File: config.mk
export PLATFORM = sky130hd
export DESIGN_NAME = adc_spi_responder
export DESIGN_NICKNAME = d
export VERILOG_FILES = /design/src/rtl/adc_spi_responder.sv
export SDC_FILE = /design/constraint.sdc
export NUM_CORES = 1
export LEC_CHECK = 0
export BUFFER_PORTS_ARGS = -buffer_cell sky130_fd_sc_hd__buf_2
export CORE_AREA = 4 4 79 81
export DETAILED_ROUTE_END_ITERATION = 7
export DIE_AREA = 0 0 83 85
export SETUP_SLACK_MARGIN = 0.1
export SYNTH_ARGS = -nofsm -noshare
export SYNTH_HDL_FRONTEND = slang
export SYNTH_SLANG_ARGS = --single-unit
export TNS_END_PERCENT = 100
File: constraint.sdc
create_clock -name clk -period 1.5 [get_ports clk]
set_input_delay 0.075 -clock clk [delete_from_list [all_inputs] [get_ports clk]]
set_output_delay 0.075 -clock clk [all_outputs]
set_load 0.1 [all_outputs]
File: src/rtl/adc_spi_responder.sv
// SPI responder emulating a dual-channel 10-bit SAR ADC: decodes a start/SGL/ODD/MSBF
// command and returns a null bit followed by the selected channel's sample.
module adc_spi_responder #(
  parameter int unsigned SYNC_STAGES = 2,
  parameter int unsigned DATA_BITS   = 10
) (
  input  logic                 clk,
  input  logic                 reset,
  input  logic                 sclk,
  input  logic                 ncs,
  input  logic                 din,
  input  logic [DATA_BITS-1:0] ch0Sample,
  input  logic [DATA_BITS-1:0] ch1Sample,
  output logic                 dout,
  output logic                 chSel,
  output logic                 frameDone,
  output logic [7:0]           frameCount
);

  localparam int unsigned CNT_W = $clog2(DATA_BITS) + 1;
  localparam int unsigned FC_W  = 8;

  typedef enum logic [2:0] {
    S_IDLE,
    S_START,
    S_CFG,
    S_NULLB,
    S_DATA,
    S_DONE
  } state_e;

  logic [SYNC_STAGES-1:0] sclk_sync_q;
  logic [SYNC_STAGES-1:0] ncs_sync_q;
  logic [SYNC_STAGES-1:0] din_sync_q;
  logic                   sclk_prev_q;

  state_e                 state_q, state_d;
  logic [CNT_W-1:0]       bit_cnt_q, bit_cnt_d;
  logic                   odd_q, odd_d;
  logic                   msbf_q, msbf_d;
  logic [DATA_BITS-1:0]   shift_q, shift_d;
  logic                   dout_q, dout_d;
  logic                   ch_sel_q, ch_sel_d;
  logic                   frame_done_q, frame_done_d;
  logic [FC_W-1:0]        frame_count_q, frame_count_d;

  logic s_sclk, s_ncs, s_din, sclk_rise, sclk_fall;

  // Input synchronizers; the oldest stage is the clk-domain view of each pin.
  always_ff @(posedge clk or posedge reset) begin
    if (reset) begin
      sclk_sync_q <= '0;
      ncs_sync_q  <= '0;
      din_sync_q  <= '0;
      sclk_prev_q <= 1'b0;
    end else begin
      sclk_sync_q <= {sclk_sync_q[SYNC_STAGES-2:0], sclk};
      ncs_sync_q  <= {ncs_sync_q[SYNC_STAGES-2:0], ncs};
      din_sync_q  <= {din_sync_q[SYNC_STAGES-2:0], din};
      sclk_prev_q <= s_sclk;
    end
  end

  assign s_sclk    = sclk_sync_q[SYNC_STAGES-1];
  assign s_ncs     = ncs_sync_q[SYNC_STAGES-1];
  assign s_din     = din_sync_q[SYNC_STAGES-1];
  assign sclk_rise = s_sclk & ~sclk_prev_q;
  assign sclk_fall = ~s_sclk & sclk_prev_q;

  always_ff @(posedge clk or posedge reset) begin
    if (reset) begin
      state_q       <= S_IDLE;
      bit_cnt_q     <= '0;
      odd_q         <= 1'b0;
      msbf_q        <= 1'b0;
      shift_q       <= '0;
      dout_q        <= 1'b0;
      ch_sel_q      <= 1'b0;
      frame_done_q  <= 1'b0;
      frame_count_q <= '0;
    end else begin
      state_q       <= state_d;
      bit_cnt_q     <= bit_cnt_d;
      odd_q         <= odd_d;
      msbf_q        <= msbf_d;
      shift_q       <= shift_d;
      dout_q        <= dout_d;
      ch_sel_q      <= ch_sel_d;
      frame_done_q  <= frame_done_d;
      frame_count_q <= frame_count_d;
    end
  end

  // Frame sequencer; a deasserted chip select outranks any same-cycle sclk edge.
  always_comb begin
    state_d       = state_q;
    bit_cnt_d     = bit_cnt_q;
    odd_d         = odd_q;
    msbf_d        = msbf_q;
    shift_d       = shift_q;
    dout_d        = dout_q;
    ch_sel_d      = ch_sel_q;
    frame_done_d  = 1'b0;
    frame_count_d = frame_count_q;

    case (state_q)
      S_IDLE: begin
        dout_d = 1'b0;
        if (!s_ncs) state_d = S_START;
      end
      S_START: begin
        if (s_ncs) begin
          state_d = S_IDLE;
          dout_d  = 1'b0;
        end else if (sclk_rise && s_din) begin
          state_d   = S_CFG;
          bit_cnt_d = '0;
        end
      end
      S_CFG: begin
        if (s_ncs) begin
          state_d = S_IDLE;
          dout_d  = 1'b0;
        end else if (sclk_rise) begin
          bit_cnt_d = bit_cnt_q + CNT_W'(1);
          if (bit_cnt_q == CNT_W'(1)) odd_d = s_din;
          if (bit_cnt_q == CNT_W'(2)) begin
            // Sample is frozen here for the whole frame.
            msbf_d   = s_din;
            shift_d  = odd_q ? ch1Sample : ch0Sample;
            ch_sel_d = odd_q;
            state_d  = S_NULLB;
          end
        end
      end
      S_NULLB: begin
        if (s_ncs) begin
          state_d = S_IDLE;
          dout_d  = 1'b0;
        end else if (sclk_fall) begin
          dout_d    = 1'b0;
          bit_cnt_d = '0;
          state_d   = S_DATA;
        end
      end
      S_DATA: begin
        if (s_ncs) begin
          state_d = S_IDLE;
          dout_d  = 1'b0;
        end else if (sclk_fall) begin
          dout_d    = msbf_q ? shift_q[DATA_BITS-1] : shift_q[0];
          shift_d   = msbf_q ? (shift_q << 1) : (shift_q >> 1);
          bit_cnt_d = bit_cnt_q + CNT_W'(1);
          if (bit_cnt_q == CNT_W'(DATA_BITS - 1)) state_d = S_DONE;
        end
      end
      S_DONE: begin
        if (s_ncs) begin
          frame_done_d  = 1'b1;
          frame_count_d = frame_count_q + FC_W'(1);
          dout_d        = 1'b0;
          state_d       = S_IDLE;
        end else if (sclk_fall) begin
          dout_d = 1'b0;
        end
      end
      default: begin
        state_d = S_IDLE;
        dout_d  = 1'b0;
      end
    endcase
  end

  assign dout       = dout_q;
  assign chSel      = ch_sel_q;
  assign frameDone  = frame_done_q;
  assign frameCount = frame_count_q;

endmodule

== Word level (Yosys, flattened, before mapping) ==
Cells that the tools add are included.

* Bits in registers: 38
* Bits in latches: 0
* RAM bits: 0
* ROM bits: 0
* Input bits: 25
* Output and inout port bits: 11
* Word-level logic and storage cells: 99
* Memories: 0

* $add $sub $neg: 2
* Multipliers: 0
* Divide/modulo/power cells: 0
* Magnitude comparators: 0
* Equal/unequal tests: 27
* Shift-type cells: 0
* Muxes and demuxes: 39
* Bitwise operators: 5
* Reductions and logical operators: 13

{| class="wikitable"
|+ Operators with widths
! kind !! count
|-
| 10-bit 2-to-1 mux || 7
|-
| 5-bit 2-to-1 mux || 8
|-
| 3-bit 2-to-1 mux || 12
|-
| 2-bit != test (second input constant) || 11
|-
| 10-bit one-hot mux with 2 select lines || 1
|-
| 5-bit one-hot mux with 4 select lines || 1
|-
| 3-bit != test (second input constant) || 6
|-
| 3-bit one-hot mux with 6 select lines || 1
|-
| 9-bit AND reduction || 1
|-
| 8-bit by 1-bit adder with 8-bit output (second input constant) || 1
|-
| 1-bit 2-to-1 mux || 8
|-
| 4-bit AND reduction || 2
|-
| 8-bit AND reduction || 1
|-
| 3-bit by 2-bit equality test with 1-bit output (second input constant) || 2
|-
| 3-bit equality test (second input constant) || 2
|-
| 6-bit AND reduction || 1
|-
| 5-bit by 1-bit adder with 5-bit output (second input constant) || 1
|-
| 5-bit by 1-bit equality test with 1-bit output (second input constant) || 1
|-
| 5-bit by 2-bit equality test with 1-bit output (second input constant) || 1
|-
| 5-bit by 4-bit equality test with 1-bit output (second input constant) || 1
|-
| 4-bit nonzero test || 1
|-
| 2-bit OR reduction || 2
|-
| 3-bit by 1-bit equality test with 1-bit output (second input constant) || 1
|-
| 3-bit zero test || 1
|-
| other kinds (9) || 12
|}

== Longest topological paths before layout ==
Gate-level depths: netlist of run 1.

* Word-level depth: 6
* Mapped depth: 7

== Least setup slack after synthesis of run 1 ==
No wires, ideal clock.

* Kind: reg-to-reg
* Start: register frame_count_q[0] (netlist: frameCount[0])
* End: register frame_count_q[7] (netlist: frameCount[7])
* Arrival time: 1.541 ns
* Setup slack: -0.198 ns
* Stages on the path, launching flop included: 4
* Period minus slack after synthesis: 1.698 ns
* Cells stage by stage: dfrtp_1 and3_1 nand4_1 xnor2_1

* Cells in the longest elaborated chain, start to end: 1

{| class="wikitable"
|+ Ends and longest elaborated chain
! item !! line !! RTL
|-
| start: declaration || 45 || <nowiki>logic [FC_W-1:0] frame_count_q, frame_count_d;</nowiki>
|-
| start signal: assignment || 90 || <nowiki>frame_count_q <= frame_count_d;</nowiki>
|-
| 8-bit by 1-bit adder with 8-bit output || 160 || <nowiki>frame_count_d = frame_count_q + FC_W'(1);</nowiki>
|}

No other way between the ends.
A chain may end at the register's enable or synchronous reset.

== Worst setup path after layout of run 1 ==
* Start: register state_q[2]
* End: register shift_q[9]

* Cells in the longest elaborated chain, start to end: 3

{| class="wikitable"
|+ Ends and longest elaborated chain
! item !! line !! RTL
|-
| start: declaration || 37 || <nowiki>state_e state_q, state_d;</nowiki>
|-
| start signal: assignment || 82 || <nowiki>state_q <= state_d;</nowiki>
|-
| 3-bit by 2-bit equality test with 1-bit output or 3-bit equality test (tied branches) || 106 || <nowiki>case (state_q)</nowiki>
|-
| 2-bit != test (no source line) or 2-bit nonzero test (tied branches) || n/a ||
|-
| 6-bit AND reduction (no source line) || n/a ||
|-
| end signal: assignment || 86 || <nowiki>shift_q <= shift_d;</nowiki>
|-
| end: declaration || 41 || <nowiki>logic [DATA_BITS-1:0] shift_q, shift_d;</nowiki>
|}

Parallel ways exist; a longest one is shown, timed or not.

==> results by group, run 1 <==
GRT
  – Initial antenna violation count: 0
  – Gr ovfl total: 0
  – Largest net degree at the start of global routing: 39
  – GRT Total Usage: 0.1486
  – Vias in the first global route: between 1500 and 2000
  – First-pass GRT wire length: approximately 8500 um

Timing
  – Crit share post-route: 1.099
  – Pins Over Slew Limit: 0
  – Post-Route Setup TNS: -1.870 ns
  – Setup ws final: -0.1486 ns
  – Setup violators final: 16
  – Final hold viol count: 0
  – Slew @ Worst Pin: roughly 0.58 ns
  – Tmin final: 1.649 ns
  – Clock Skew: 0.004538 ns
  – RSZ-0062 raised after global routing: yes
  – Relative slew slack: 0.6133
  – Fmax: around 610 MHz

Synth
  – Cells after synthesis: between 200 and 250
  – Synth async-reset ratio: 1.000
  – EDFF count, synth: 0
  – Post-synthesis sequential area ratio: 0.4360
  – Synthesis warning total: 0
  – #FFs+latches synth: 38
  – Main synth FF type: dfrtp_1
  – Synth Area per Inst: 10.64 um^2
  – Post-synthesis cell type count: 50
  – Mapped Area: around 2200 um^2
  – Syn Nets: 234

Power
  – Net Sw Frac: 0.3043
  – Pwr dens: between 1000 and 1500 nW/um^2
  – Sequential Power Share: 0.367
  – Worst VDD drop: around 0.48 mV
  – Switching Power: about 1000 uW
  – Logic pwr share: 0.317
  – Clock power share: 0.316
  – Internal power: ~2300 uW
  – Tot Pwr: approximately 3300 uW
  – Leakage: around 0.0014 uW

Outcome
  – Violated checks: setup timing
  – Status: complete, but fails checks

Floorplan
  – Die X: 83 um
  – Cell Rows: 27
  – Starting Density: 0.3985
  – Core area: between 5000 and 6000 um^2
  – Die H: about 85 um
  – IO Pins: 36
  – DIE AREA: between 7000 and 8000 um^2

Routing
  – Via density per instance: 5.049
  – Via Count: roughly 1700
  – # DRC: 0
  – Total Wirelength: slightly above 5000 um
  – WL per Instance: around 15 um
  – Drt first pass iters: 4
  – Drt initial violations: 63
  – Routed Antenna Nets: 0

Setup path
  – R2R cell count: 5
  – Worst setup SP type: flop
  – Critical Path Max Stage Delay: 0.44 ns
  – CP required: 1.69 ns
  – Critical Path AT: ~1.8 ns
  – Ordered cell list for the critical path: nor2b_4 -> and2b_4 -> a21oi_2 -> nor2_4 -> mux2_4
  – CP max FO: 5
  – CP top delay family: flip-flops
  – Reg2reg setup slack: -0.15 ns
  – CP Buf/Inv Count: 0
  – Setup crit end kind: flop
  – WP depth: 5
  – Kind of critical path: flop to flop
  – Critical-path top delay cell: dfrtp_2

Finish
  – Antenna diode count: 0
  – Area of the multi-input gates: between 1000 and 1500 um^2
  – Reg area: 962.2 um^2
  – Commonest non-fill, non-tap cells in the layout: 35 x buf_2, 29 x dfrtp_1, 23 x buf_4
  – Most common cell after layout, fill and taps aside: buf_2
  – Filler cell count: 478
  – Layout Nets: 302
  – Layout area overhead: 39.93%
  – Share of layout cells above drive strength 1: 0.4964

Clocking
  – Clock Pin Slew Worst Setup and Hold Paths: ~0.080 ns
  – Num CTS Buffers: 5
  – CTS max path bufs: 2
  – CTS tree: done
  – Count of H-tree levels built during CTS: 2
  – Clock sinks: 38
  – CTS root buf: clkbuf_8
  – Clk_lat worst skew: around 0.30 ns

Place
  – GP Congestion: 0.8871
  – HPWL Detailed: 3449 um
  – Port bufs: 35

Flow run
  – MaxCap Viol Count: 0

Min path
  – WHS Path Cells: 4
  – Worst min-delay path category: input port to flop
-- per-stage QoR --
stage | instances | setup WS [ns] | util | cell area, um^2 | hold slack [ns]
5_1_grt | 346 | -0.2650 | 0.5576 | 3052 | 0.2064
2_1_floorplan | 205 | -0.1012 | - | 2227 | 0.1064
4_1_cts | 342 | -0.1571 | 0.5407 | 2959 | 0.1901
3_3_place_gp | 328 | -0.1010 | 0.4838 | 2648 | 0.1853
6_report | 346 | -0.1486 | 0.5576 | 3052 | 0.1902
3_5_place_dp | 328 | -0.2024 | 0.4838 | 2648 | 0.1847
-- area by class of cell --
| class | instances | area share |
|---|---|---|
| inverters | 6 | 0.007380 |
| multi-input cells | 151 | 0.4367 |
| well taps | 72 | 0.02952 |
| clock inverters | 3 | 0.02255 |
| repair buffers | 71 | 0.1661 |
| clock buffers | 5 | 0.02255 |
| flip-flops and latches | 38 | 0.3153 |
-- power groups by stage --
stage,logic (uW),registers [uW],clock network [uW]
finish,1050,1220,1050
global route,1160,1230,1130
CTS,1000,1220,1080
detailed placement,924,1230,0
global placement,903,1230,0
floorplan,525,1280,0
-- final timing paths --
kind / end / startpoint
max in group asynchronous: state_q[2] / reset
min: shift_q[6] / ch1Sample[6]
min reg2reg: din_sync_q[1] / din_sync_q[0]
min in group asynchronous: shift_q[8] / reset
max: shift_q[9] / state_q[2]
max reg2reg: shift_q[9] / state_q[2]
-- cell usage after synthesis, types with 2 or more instances --
library cell   n  area [um^2]
a211o_1        2        17.52
a211oi_1       8        60.06
a21oi_1       12        60.06
a21oi_2        4        35.03
a31oi_1        2        12.51
and3_1         3        18.77
buf_2          4        20.02
buf_4          2        15.01
buf_6          2        22.52
clkbuf_1       2        7.510
dfrtp_1       38        950.9
ha_1           4        50.05
inv_1          6        22.52
mux2_2         4        45.04
mux2_4        10        150.1
mux2i_1       11        110.1
nand2_1       14        52.55
nand2b_1       2        12.51
nand3_1        8        40.04
nand3b_1       2        15.01
nand4_1        3        18.77
nor2_1         8        30.03
nor2b_1        9        56.30
nor3_1         3        15.01
o211ai_1       2        15.01
o21a_1         3        22.52
o21ai_0        8        40.04
o21ai_1        2        10.01
xnor2_1        6        52.55
-- layer usage --
layer / vias to the layer above / global-route usage / share of wire
met5: - / 0 / 0
met4: 0 / 0.05349 / 0.017
met2: 31 / 0.2456 / 0.49
li1: 869 / - / -
met3: 6 / 0.02913 / 0.034
met1: 841 / 0.1941 / 0.46
-- kinds of logic (layout without fill, tap and decap cells) --
family	Yosys count	in the layout	share of synthesized area
flip-flops	38	38	0.4360
buffers and inverters	17	85	0.04188
adder cells (fa/ha/maj)	4	4	0.02295
XOR/XNOR	7	7	0.02811
multiplexers	25	25	0.1400
AND/OR/NAND/NOR	66	67	0.1865
AO/OA/AOI/OAI	48	48	0.1446
-- timing repair --
action,4_1_cts,5_1_grt
endpoints found under the setup margin,28,28
pin swaps,11,12
resized for setup,24,13
hold endpoints to repair,41,0
gates cloned,1,0
hold buffers,4,0
setup buffers,1,4
-- flip-flops by register name, indices dropped and copies added (netlist names) --
| register | cells |
|---|---|
| shift_q | 10 |
| ncs_sync_q | 2 |
| sclk_prev_q | 1 |
| din_sync_q | 2 |
| bit_cnt_q | 5 |
| msbf_q | 1 |
| chSel | 1 |
| state_q | 3 |
| odd_q | 1 |
| dout | 1 |
| sclk_sync_q | 2 |
| frameDone | 1 |
| frameCount | 8 |
-- worst min-delay path, stage by stage --
cell and delay [ns]:
buf_2 0.08, a211oi_1 0.06, a21oi_1 0.11, mux2_4 0.14
(Power assumes the default switching activity.)
==> run 2: changes to the inputs <==
--- a/config.mk
+++ b/config.mk
@@ -7,6 +7,7 @@
 export LEC_CHECK = 0
 export BUFFER_PORTS_ARGS = -buffer_cell sky130_fd_sc_hd__buf_2
 export CORE_AREA = 4 4 79 81
+export CTS_BUF_LIST = sky130_fd_sc_hd__clkbuf_4 sky130_fd_sc_hd__clkbuf_8 sky130_fd_sc_hd__clkbuf_16
 export DETAILED_ROUTE_END_ITERATION = 7
 export DIE_AREA = 0 0 83 85
 export SETUP_SLACK_MARGIN = 0.1
==> constraint.sdc (replaced) <==
create_clock -name clk -period 2.1 [get_ports clk]
set_input_delay 0.105 -clock clk [delete_from_list [all_inputs] [get_ports clk]]
set_output_delay 0.105 -clock clk [all_outputs]
set_load 0.1 [all_outputs]
==> results by group, run 2 (synthesis gave the netlist of run 1 again) <==
Power
  – Sequential Power Share: 0.474
  – Internal power: roughly 1300 uW
  – Logic pwr share: 0.257
  – Worst VDD drop: about 0.46 mV
  – Clock power share: 0.269
  – Pwr dens: 751.2 nW/um^2
  – Net Sw Frac: 0.3267
  – Switching Power: ~630 uW
  – Leakage: ~0.0012 uW
  – Tot Pwr: between 1500 and 2000 uW

Setup path
  – Critical Path AT: about 2 ns
  – CP required: about 2.3 ns
  – Worst setup SP type: flop
  – CP max FO: 10
  – Setup crit end kind: flop
  – Kind of critical path: flop to flop

Place
  – Port bufs: 35
  – GP Congestion: roughly 0.87
  – HPWL Detailed: 3112 um

Finish
  – Share of layout cells above drive strength 1: 0.3198
  – Filler cell count: 531
  – Reg area: 950.9 um^2
  – Largest reg by FF count: shift_q
  – Antenna diode count: 0
  – Area of the multi-input gates: between 1000 and 1500 um^2
  – Commonest non-fill, non-tap cells in the layout: 38 x dfrtp_1, 35 x buf_2, 14 x nand2_1
  – Max FFs per register: 10
  – Most common cell after layout, fill and taps aside: dfrtp_1
  – Layout Nets: approximately 280
  – Layout area overhead: 17.27%

Timing
  – Tmin final: around 1.8 ns
  – Crit share post-route: 0.8715
  – Slew @ Worst Pin: between 0.6 and 0.7 ns
  – RSZ-0062 raised after global routing: no
  – Setup violators final: 0
  – Relative slew slack: 0.5854
  – Clock Skew: about 0.0075 ns
  – Pins Over Slew Limit: 0
  – Fmax: approximately 550 MHz
  – Post-Route Setup TNS: 0 ns
  – Final hold viol count: 0

GRT
  – GRT Total Usage: 0.1343
  – Largest net degree at the start of global routing: 39
  – Gr ovfl total: 0
  – First-pass GRT wire length: about 7700 um
  – Vias in the first global route: between 1500 and 2000
  – Initial antenna violation count: 0

Floorplan
  – IO Pins: 36
  – Die X: between 80 and 90 um
  – Starting Density: 0.3985
  – Die H: around 85 um
  – Core area: around 5500 um^2
  – DIE AREA: ~7000 um^2
  – Cell Rows: 27

Clocking
  – Clock Pin Slew Worst Setup and Hold Paths: ~0.07 ns
  – CTS tree: done
  – Count of H-tree levels built during CTS: 2
  – Post_cts resized: 0
  – CTS root buf: clkbuf_8
  – Clk_lat worst skew: 0.29 ns
  – CTS max path bufs: 2
  – Clock sinks: 38
  – Num CTS Buffers: 5

Outcome
  – Status: finished clean

Routing
  – Total Wirelength: around 4400 um
  – # DRC: 0
  – Drt initial violations: just over 90
  – Via Count: between 1500 and 2000
  – WL per Instance: 13.80 um
  – Via density per instance: ~5
  – Drt first pass iters: 4
  – Routed Antenna Nets: 0

Flow run
  – MaxCap Viol Count: 0

Min path
  – Worst min-delay path category: input port to flop
==> run 2: power by group through the flow <==
stage                     clock network [uW]  registers [uW]  logic, uW
final                                    517             911        493
after floorplan                            0             910        366
after CTS                                542             911        497
after global placement                     0             921        490
after global routing                     582             925        563
after detailed placement                   0             924        490
==> run 2: worst paths after layout <==
| check | to | slack (ns) | cells after the start | startpoint |
|---|---|---|---|---|
| min in group asynchronous | frameCount[3] | 0.49 | 4 | reset |
| max | shift_q[4] | 0.27 | 7 | bit_cnt_q[0] |
| max in group asynchronous | shift_q[4] | 1.28 | 4 | reset |
| max reg2reg | shift_q[4] | 0.27 | 7 | bit_cnt_q[0] |
| min | shift_q[5] | 0.24 | 4 | ch1Sample[5] |
| min reg2reg | ncs_sync_q[1] | 0.35 | 0 | ncs_sync_q[0] |
==> run 2: through the flow <==
step	hold WS (ns)	instances	utilization	cell area (um^2)	setup slack, ns
finish	0.2369	319	0.4673	2557	0.2698
global route	0.2261	319	0.4673	2557	0.1314
CTS	0.2273	319	0.4673	2557	0.2682
detailed placement	0.2143	307	0.4426	2422	0.2775
global placement	0.2123	307	0.4426	2422	0.2992
floorplan	0.1364	205	-	2181	0.4016
==> run 2: area by class of cell <==
type                    instances  area share
clock buffers                   6     0.03229
clock inverters                 2    0.004892
inverters                       6    0.008806
multi-input cells             150      0.4452
flip-flops and latches         38      0.3718
well taps                      72     0.03523
repair buffers                 45      0.1018
==> run 2: what timing repair did <==
item                                   CTS  global route
hold buffers                             4             0
endpoints found under the hold margin   41             0
setup buffers                            0             0
==> run 2: per-layer routing <==
metal	vias to the layer above	GRT usage	share of wire
met1	750	0.1883	0.50
li1	820	-	-
met4	0	0.05795	0.017
met5	-	0	0
met3	4	0.03592	0.040
met2	28	0.1946	0.45
==> run 2: critical path: stages (launching register included) <==
cell and delay (ns):
dfrtp_1 0.45, inv_1 0.11, ha_1 0.14, nand3b_1 0.14
nor3_2 0.23, a21oi_2 0.08, nor2_8 0.24, mux2_4 0.33
